File: config.mk
export PLATFORM = sky130hd
export DESIGN_NAME = flash_axi_arbiter
export DESIGN_NICKNAME = d
export VERILOG_FILES = /design/src/rtl/flash_arb_pkg.sv /design/src/rtl/flash_arb_rr_pick.sv /design/src/rtl/flash_axi_arbiter.sv
export SDC_FILE = /design/constraint.sdc
export NUM_CORES = 1
export LEC_CHECK = 0
export CAP_MARGIN = 40
export CORE_AREA = 2 2 136 138
export CTS_CLUSTER_SIZE = 28
export DETAILED_ROUTE_END_ITERATION = 6
export DIE_AREA = 0 0 138 140
export HOLD_SLACK_MARGIN = 0.02
export SYNTH_ARGS = -nofsm -noshare
export SYNTH_HDL_FRONTEND = slang
export SYNTH_HIERARCHICAL = 1
export SYNTH_SLANG_ARGS = --single-unit
File: constraint.sdc
create_clock -name clk -period 3.05 [get_ports clk]
set_input_delay 0.4575 -clock clk [delete_from_list [all_inputs] [get_ports clk]]
set_output_delay 0.4575 -clock clk [all_outputs]
set_load 0.1 [all_outputs]
File: src/rtl/flash_arb_pkg.sv
`default_nettype none
// ============================================================================
//  Module      : flash_arb_pkg
//  Description : Shared types and constants for the SPI-flash AXI-lite
//                arbiter: FSM state encoding, owner encoding, grant vector
//                and the flash config register address.
//  Revision    : 1.0 - initial release
// ============================================================================
package flash_arb_pkg;

    // Arbiter FSM states, explicit 3-bit encoding.
    typedef enum logic [2:0] {
        IDLE    = 3'd0,
        RD_ADDR = 3'd1,
        RD_DATA = 3'd2,
        WR_ADDR = 3'd3,
        WR_RESP = 3'd4
    } arb_state_t;

    // Owner encoding: which master holds the in-flight transaction.
    localparam logic OWN_M0 = 1'b0;
    localparam logic OWN_M1 = 1'b1;

    // Flash controller configuration register (used by test benches).
    localparam logic [31:0] CFG_ADDR = 32'h0200_0000;

    // One-hot grant: M0 read, M1 read, M1 write.
    typedef struct packed {
        logic r0;
        logic r1;
        logic w1;
    } arb_grant_t;

endpackage
`default_nettype wire

File: src/rtl/flash_arb_rr_pick.sv
`default_nettype none
// ============================================================================
//  Module      : flash_arb_rr_pick
//  Description : Two-way grant selection for the flash arbiter.
//                With FLASH_ARB_RR_EN defined, M0 and M1 alternate
//                (round-robin on i_last); otherwise M0 has fixed priority.
//                Inside M1 a complete write (AW and W both valid) always
//                beats a read.
//  Ports       : i_req_r0     - M0 read request
//                i_req_r1     - M1 read request
//                i_req_w1     - M1 write request (AW and W both valid)
//                i_last       - owner of the previous grant (RR build only)
//                o_gnt        - one-hot grant vector
//                o_gnt_any    - some request is present
//                o_gnt_owner  - owner of the winning request
//  Macro       : FLASH_ARB_RR_EN
//  Revision    : 1.0 - initial release
// ============================================================================
module flash_arb_rr_pick
    import flash_arb_pkg::*;
(
    input  logic       i_req_r0,
    input  logic       i_req_r1,
    input  logic       i_req_w1,
`ifdef FLASH_ARB_RR_EN
    input  logic       i_last,
`endif
    output arb_grant_t o_gnt,
    output logic       o_gnt_any,
    output logic       o_gnt_owner
);

    logic w_m1_req;
    logic w_m0_wins;

    always_comb begin
        w_m1_req = i_req_r1 | i_req_w1;
`ifdef FLASH_ARB_RR_EN
        // M0 takes the slot when M1 is silent or M1 owned the last grant.
        w_m0_wins = i_req_r0 & (~w_m1_req | (i_last == OWN_M1));
`else
        w_m0_wins = i_req_r0;
`endif
        o_gnt.r0    = w_m0_wins;
        o_gnt.w1    = ~w_m0_wins & i_req_w1;
        o_gnt.r1    = ~w_m0_wins & ~i_req_w1 & i_req_r1;
        o_gnt_any   = i_req_r0 | w_m1_req;
        o_gnt_owner = w_m0_wins ? OWN_M0 : OWN_M1;
    end

endmodule
`default_nettype wire

File: src/rtl/flash_axi_arbiter.sv
`default_nettype none
// ============================================================================
//  Module      : flash_axi_arbiter
//  Description : Two-master / one-slave AXI-lite arbiter in front of the SPI
//                flash memory-mapped slave. M0 (instruction fetch) is
//                read-only, M1 (data side) reads and writes. One transaction
//                is in flight at a time; responses go back to the owner.
//  Ports       : clk, reset          - clock, async active-high reset
//                m0_ar*, m0_r*       - M0 read address / read data
//                m1_aw*, m1_w*, m1_b* - M1 write address / data / response
//                m1_ar*, m1_r*       - M1 read address / read data
//                s_*                 - AXI-lite master port to flash slave
//  Macro       : FLASH_ARB_RR_EN - round-robin between masters when defined,
//                fixed M0 > M1 priority otherwise.
//  Revision    : 1.0 - initial release
// ============================================================================
module flash_axi_arbiter
    import flash_arb_pkg::*;
#(
    parameter int ADDR_W = 32,
    parameter int DATA_W = 32
) (
    input  logic                  clk,
    input  logic                  reset,
    // M0: instruction fetch, read only
    input  logic                  m0_arvalid,
    output logic                  m0_arready,
    input  logic [ADDR_W-1:0]     m0_araddr,
    output logic                  m0_rvalid,
    input  logic                  m0_rready,
    output logic [DATA_W-1:0]     m0_rdata,
    // M1: data side, read and write
    input  logic                  m1_awvalid,
    output logic                  m1_awready,
    input  logic [ADDR_W-1:0]     m1_awaddr,
    input  logic                  m1_wvalid,
    output logic                  m1_wready,
    input  logic [DATA_W-1:0]     m1_wdata,
    input  logic [DATA_W/8-1:0]   m1_wstrb,
    output logic                  m1_bvalid,
    input  logic                  m1_bready,
    input  logic                  m1_arvalid,
    output logic                  m1_arready,
    input  logic [ADDR_W-1:0]     m1_araddr,
    output logic                  m1_rvalid,
    input  logic                  m1_rready,
    output logic [DATA_W-1:0]     m1_rdata,
    // Slave port
    output logic                  s_awvalid,
    input  logic                  s_awready,
    output logic [ADDR_W-1:0]     s_awaddr,
    output logic                  s_wvalid,
    input  logic                  s_wready,
    output logic [DATA_W-1:0]     s_wdata,
    output logic [DATA_W/8-1:0]   s_wstrb,
    input  logic                  s_bvalid,
    output logic                  s_bready,
    output logic                  s_arvalid,
    input  logic                  s_arready,
    output logic [ADDR_W-1:0]     s_araddr,
    input  logic                  s_rvalid,
    output logic                  s_rready,
    input  logic [DATA_W-1:0]     s_rdata
);

    localparam int c_STRB_W = DATA_W / 8;

    arb_state_t            r_state;
    arb_state_t            w_state_nxt;
    logic                  r_own;
    logic [ADDR_W-1:0]     r_addr;
    logic [DATA_W-1:0]     r_wdata;
    logic [c_STRB_W-1:0]   r_wstrb;
    logic                  r_aw_done;
    logic                  r_w_done;
`ifdef FLASH_ARB_RR_EN
    logic                  r_last;
`endif

    arb_grant_t            w_gnt;
    logic                  w_gnt_any;
    logic                  w_gnt_owner;
    logic                  w_grant;
    logic                  w_aw_hs;
    logic                  w_w_hs;

    // ------------------------------------------------------------------
    // Grant selection
    // ------------------------------------------------------------------
    flash_arb_rr_pick u_pick (
        .i_req_r0    (m0_arvalid),
        .i_req_r1    (m1_arvalid),
        .i_req_w1    (m1_awvalid & m1_wvalid),
`ifdef FLASH_ARB_RR_EN
        .i_last      (r_last),
`endif
        .o_gnt       (w_gnt),
        .o_gnt_any   (w_gnt_any),
        .o_gnt_owner (w_gnt_owner)
    );

    assign w_grant = (r_state == IDLE) & w_gnt_any;
    assign w_aw_hs = s_awvalid & s_awready;
    assign w_w_hs  = s_wvalid & s_wready;

    // Slave-side address/data come straight from the latched request so
    // they are stable for the whole handshake.
    assign s_araddr = r_addr;
    assign s_awaddr = r_addr;
    assign s_wdata  = r_wdata;
    assign s_wstrb  = r_wstrb;

    // ------------------------------------------------------------------
    // State register
    // ------------------------------------------------------------------
    always_ff @(posedge clk or posedge reset) begin
        if (reset) begin
            r_state <= IDLE;
        end else begin
            r_state <= w_state_nxt;
        end
    end

    // ------------------------------------------------------------------
    // Request latch, owner and write-channel completion flags
    // ------------------------------------------------------------------
    always_ff @(posedge clk or posedge reset) begin
        if (reset) begin
            r_own     <= OWN_M0;
            r_addr    <= '0;
            r_wdata   <= '0;
            r_wstrb   <= '0;
            r_aw_done <= 1'b0;
            r_w_done  <= 1'b0;
`ifdef FLASH_ARB_RR_EN
            r_last    <= OWN_M1;
`endif
        end else if (w_grant) begin
            r_own     <= w_gnt_owner;
            r_aw_done <= 1'b0;
            r_w_done  <= 1'b0;
`ifdef FLASH_ARB_RR_EN
            r_last    <= w_gnt_owner;
`endif
            if (w_gnt.w1) begin
                r_addr  <= m1_awaddr;
                r_wdata <= m1_wdata;
                r_wstrb <= m1_wstrb;
            end else if (w_gnt.r0) begin
                r_addr  <= m0_araddr;
            end else begin
                r_addr  <= m1_araddr;
            end
        end else if (r_state == WR_ADDR) begin
            // AW and W may complete in different cycles; remember each.
            if (w_aw_hs) begin
                r_aw_done <= 1'b1;
            end
            if (w_w_hs) begin
                r_w_done <= 1'b1;
            end
        end
    end

    // ------------------------------------------------------------------
    // Next state and outputs
    // ------------------------------------------------------------------
    always_comb begin
        w_state_nxt = r_state;
        m0_arready  = 1'b0;
        m0_rvalid   = 1'b0;
        m0_rdata    = '0;
        m1_awready  = 1'b0;
        m1_wready   = 1'b0;
        m1_bvalid   = 1'b0;
        m1_arready  = 1'b0;
        m1_rvalid   = 1'b0;
        m1_rdata    = '0;
        s_awvalid   = 1'b0;
        s_wvalid    = 1'b0;
        s_bready    = 1'b0;
        s_arvalid   = 1'b0;
        s_rready    = 1'b0;

        case (r_state)
            IDLE: begin
                // Master readies only ever rise here, and only for the winner.
                if (w_gnt_any) begin
                    m0_arready  = w_gnt.r0;
                    m1_arready  = w_gnt.r1;
                    m1_awready  = w_gnt.w1;
                    m1_wready   = w_gnt.w1;
                    w_state_nxt = w_gnt.w1 ? WR_ADDR : RD_ADDR;
                end
            end

            RD_ADDR: begin
                s_arvalid = 1'b1;
                if (s_arready) begin
                    w_state_nxt = RD_DATA;
                end
            end

            RD_DATA: begin
                if (r_own == OWN_M1) begin
                    m1_rvalid = s_rvalid;
                    m1_rdata  = s_rdata;
                    s_rready  = m1_rready;
                end else begin
                    m0_rvalid = s_rvalid;
                    m0_rdata  = s_rdata;
                    s_rready  = m0_rready;
                end
                if (s_rvalid && s_rready) begin
                    w_state_nxt = IDLE;
                end
            end

            WR_ADDR: begin
                s_awvalid = ~r_aw_done;
                s_wvalid  = ~r_w_done;
                if ((r_aw_done || s_awready) && (r_w_done || s_wready)) begin
                    w_state_nxt = WR_RESP;
                end
            end

            WR_RESP: begin
                m1_bvalid = s_bvalid;
                s_bready  = m1_bready;
                if (s_bvalid && m1_bready) begin
                    w_state_nxt = IDLE;
                end
            end

            default: begin
                w_state_nxt = IDLE;
            end
        endcase
    end

endmodule
`default_nettype wire

==> results.tsv <==
metric	value	unit
area delta synth->final	94.88	%
Pre-Repair DR Iteration Count	4	
final period utilization	0.8757	
worst-skew pair later-pin latency	330	ps
Clock Tree Buf Depth	2	
HPWL Detailed	13650	um
clk root buf	clkbuf_16	
post-synthesis cell count	415	
Die X	138	um
Synth top area share	0.4144	
die height	140	um
worst-path maximum fanout	12	
Starting DRT DRC Count	71	
Worst Skew	7.708	ps
Cell Count, Final, Fillers Out	964	
layout cells sized above 1	0.3769	
Port Buffer Count	353	
Synth warnings	6	
Post-Route WL	16370	um
cell mode on critical path	buf_12	
first-pass GRT wire length	24840	um
top cells by count, synth	74 x dfrtp_1, 69 x and2_1, 39 x mux2_2	
final setup vio count	0	
number of global-route vias before repair	4325	
status	complete, no violations	
DR vias	4136	
CTS sink count	74	
crit path capture type	output port	
io pins	354	
core area	0.01778	sq mm
initial antenna violation count	0	
Syn Area/Cell	10.77	sq um
Slew headroom	0.6236	
Area contributors post-synth	dfrtp_1 41%, mux2_2 9.8%, mux2_4 9.7%	
#FFs+latches synth	74	
cell count after placement	949	
Die ar.	0.01932	sq mm
Buf/Inv on CP	4	
Congestion Overflow GR	0	
most common cell in the netlist	dfrtp_1	
slowest stage cell, crit path	clkdlybuf4s50_1	
crit path kind	in -> out	
setup bufs post-CTS	0	
via/cell ratio	4.290	
asr flop ratio synth	1.000	
Post-synth EDFFs	0	
crit path time final	2671	ps
# H-tree levels	3	
Place WS	345.8	ps
Critical Path, Cell by Cell	clkdlybuf4s50_1, and2_1, or3_1, nor4b_4, buf_12, nand2_4, inv_1, buf_12	
syn nets	593	
startpoint types	input port	
Post-route DRC	0	
CTS tree	yes	
cell taking the most area after synthesis	dfrtp_1	
fin nets	909	
Cell Rows	49	
Hold Path Class	in -> async	
cts repair resizes	0	
crit-path leading delay family	buffers and inverters	
largest net degree at the start of global routing	49	
maximum clock rate	374.4	MHz
GPL Wtd Cong	0.8870	
initial core utilization	0.2513	
final hold vios	0	
Fin Setup TNS	0	ps
top_reg_cell synth	dfrtp_1	
Inserted Diodes	0	
unrepaired setup endpoints after global routing	no	
crit-path max cell delay	450	ps
max-cap viol count	0	
Slew Viols, Final	0	
ANT nets after route	0	
Least-Margin Pin Slew	564.0	ps
GRT Total Usage	0.1646	
hold buffers post-CTS	0	
CTS buffer count	9	
DR WL/cell	16.98	um
clock slew at reported path FFs	60	ps
sequential share of the synthesized area	0.4144	
WP data arrival	2210	ps
setup slack after layout	379.0	ps
CP required	2590	ps
mapped cell area	0.004468	sq mm
post-synthesis cell type count	30	
[per-stage QoR]
stage                 util  area (sq um)  hold WS [ps]
floorplan                -          4468         539.0
global placement    0.4726          8403         493.8
detailed placement  0.4726          8403         493.4
CTS                 0.4897          8707         492.6
global route        0.4897          8707         514.3
finish              0.4897          8707         481.9
[cell usage in the layout (no fill, tap or decap), drive strengths merged]
master / netlist / routed
or3b: 1 / 1
buf: 47 / 189
o22a: 1 / 1
o22ai: 1 / 1
a21oi: 2 / 2
clkdlybuf4s50: 0 / 176
clkinvlp: 0 / 1
clkinv: 0 / 3
and2: 69 / 69
dfrtp: 74 / 74
o31ai: 1 / 1
nand2b: 1 / 1
nor4b: 1 / 1
mux2i: 33 / 33
mux2: 68 / 68
or3: 1 / 1
o21ai: 38 / 38
clkbuf: 13 / 11
nor2: 7 / 7
a21o: 2 / 2
and2b: 1 / 1
bufinv: 0 / 1
inv: 6 / 5
nand2: 38 / 38
nor3b: 3 / 3
o311ai: 1 / 1
nor3: 3 / 3
o221ai: 1 / 1
nor2b: 2 / 2
[kinds of logic after synthesis]
group	count (synthesis)	synth area share
and+or+nand+nor	127	0.1599
buffers and inverters	66	0.09885
AOI/OAI and AO/OA	47	0.05713
DFF	74	0.4145
muxes	101	0.2697
[flip-flops by register name, summed over array words and instances, names as in the netlist]
| signal | flops |
|---|---|
| r_aw_done | 1 |
| s_wdata | 32 |
| s_wstrb | 4 |
| s_araddr | 32 |
| r_w_done | 1 |
| r_state | 3 |
| r_own | 1 |
[worst paths after layout]
kind                            slack, ps                    start                       to  depth (start not counted)
worst max-delay path                  380               m1_awvalid                m1_wready                          8
worst min-delay path                  480                    reset  s_wdata[17]$_DFFE_PP0P_                          2
worst max register to register       1210   r_state[2]$_DFFE_PP0P_   s_wdata[2]$_DFFE_PP0P_                          5
worst min register to register        510  s_wdata[19]$_DFFE_PP0P_  s_wdata[19]$_DFFE_PP0P_                          1
max in group asynchronous            1940                    reset  s_wdata[11]$_DFFE_PP0P_                          3
min in group clk                      510  s_wdata[19]$_DFFE_PP0P_  s_wdata[19]$_DFFE_PP0P_                          1
[cell type report]
class | instances | area (sq um)
sequential | 74 | 1852
tap | 229 | 286.5
timing repair buffer | 365 | 4066
multi-input combinational | 275 | 2175
clock buffer | 11 | 252.7
fill | 1614 | 9072
inverter | 6 | 23.77
clock inverter | 4 | 51.30
[worst reg2reg max path, delay by kind of cell (launching register included)]
kind | cells | cell delay (ps)
muxes | 1 | 310
and+or+nand+nor | 2 | 510
buffers and inverters | 2 | 400
DFF | 1 | 490
[routing by layer]
layer,part of all wire,GRT usage
met5,0,0
met4,0.0078,0.03545
met2,0.54,0.3166
met1,0.39,0.1836
met3,0.063,0.03966
Power is not shown: default switching activity piles up to over one toggle a cycle in this logic, so the estimate is an artifact.
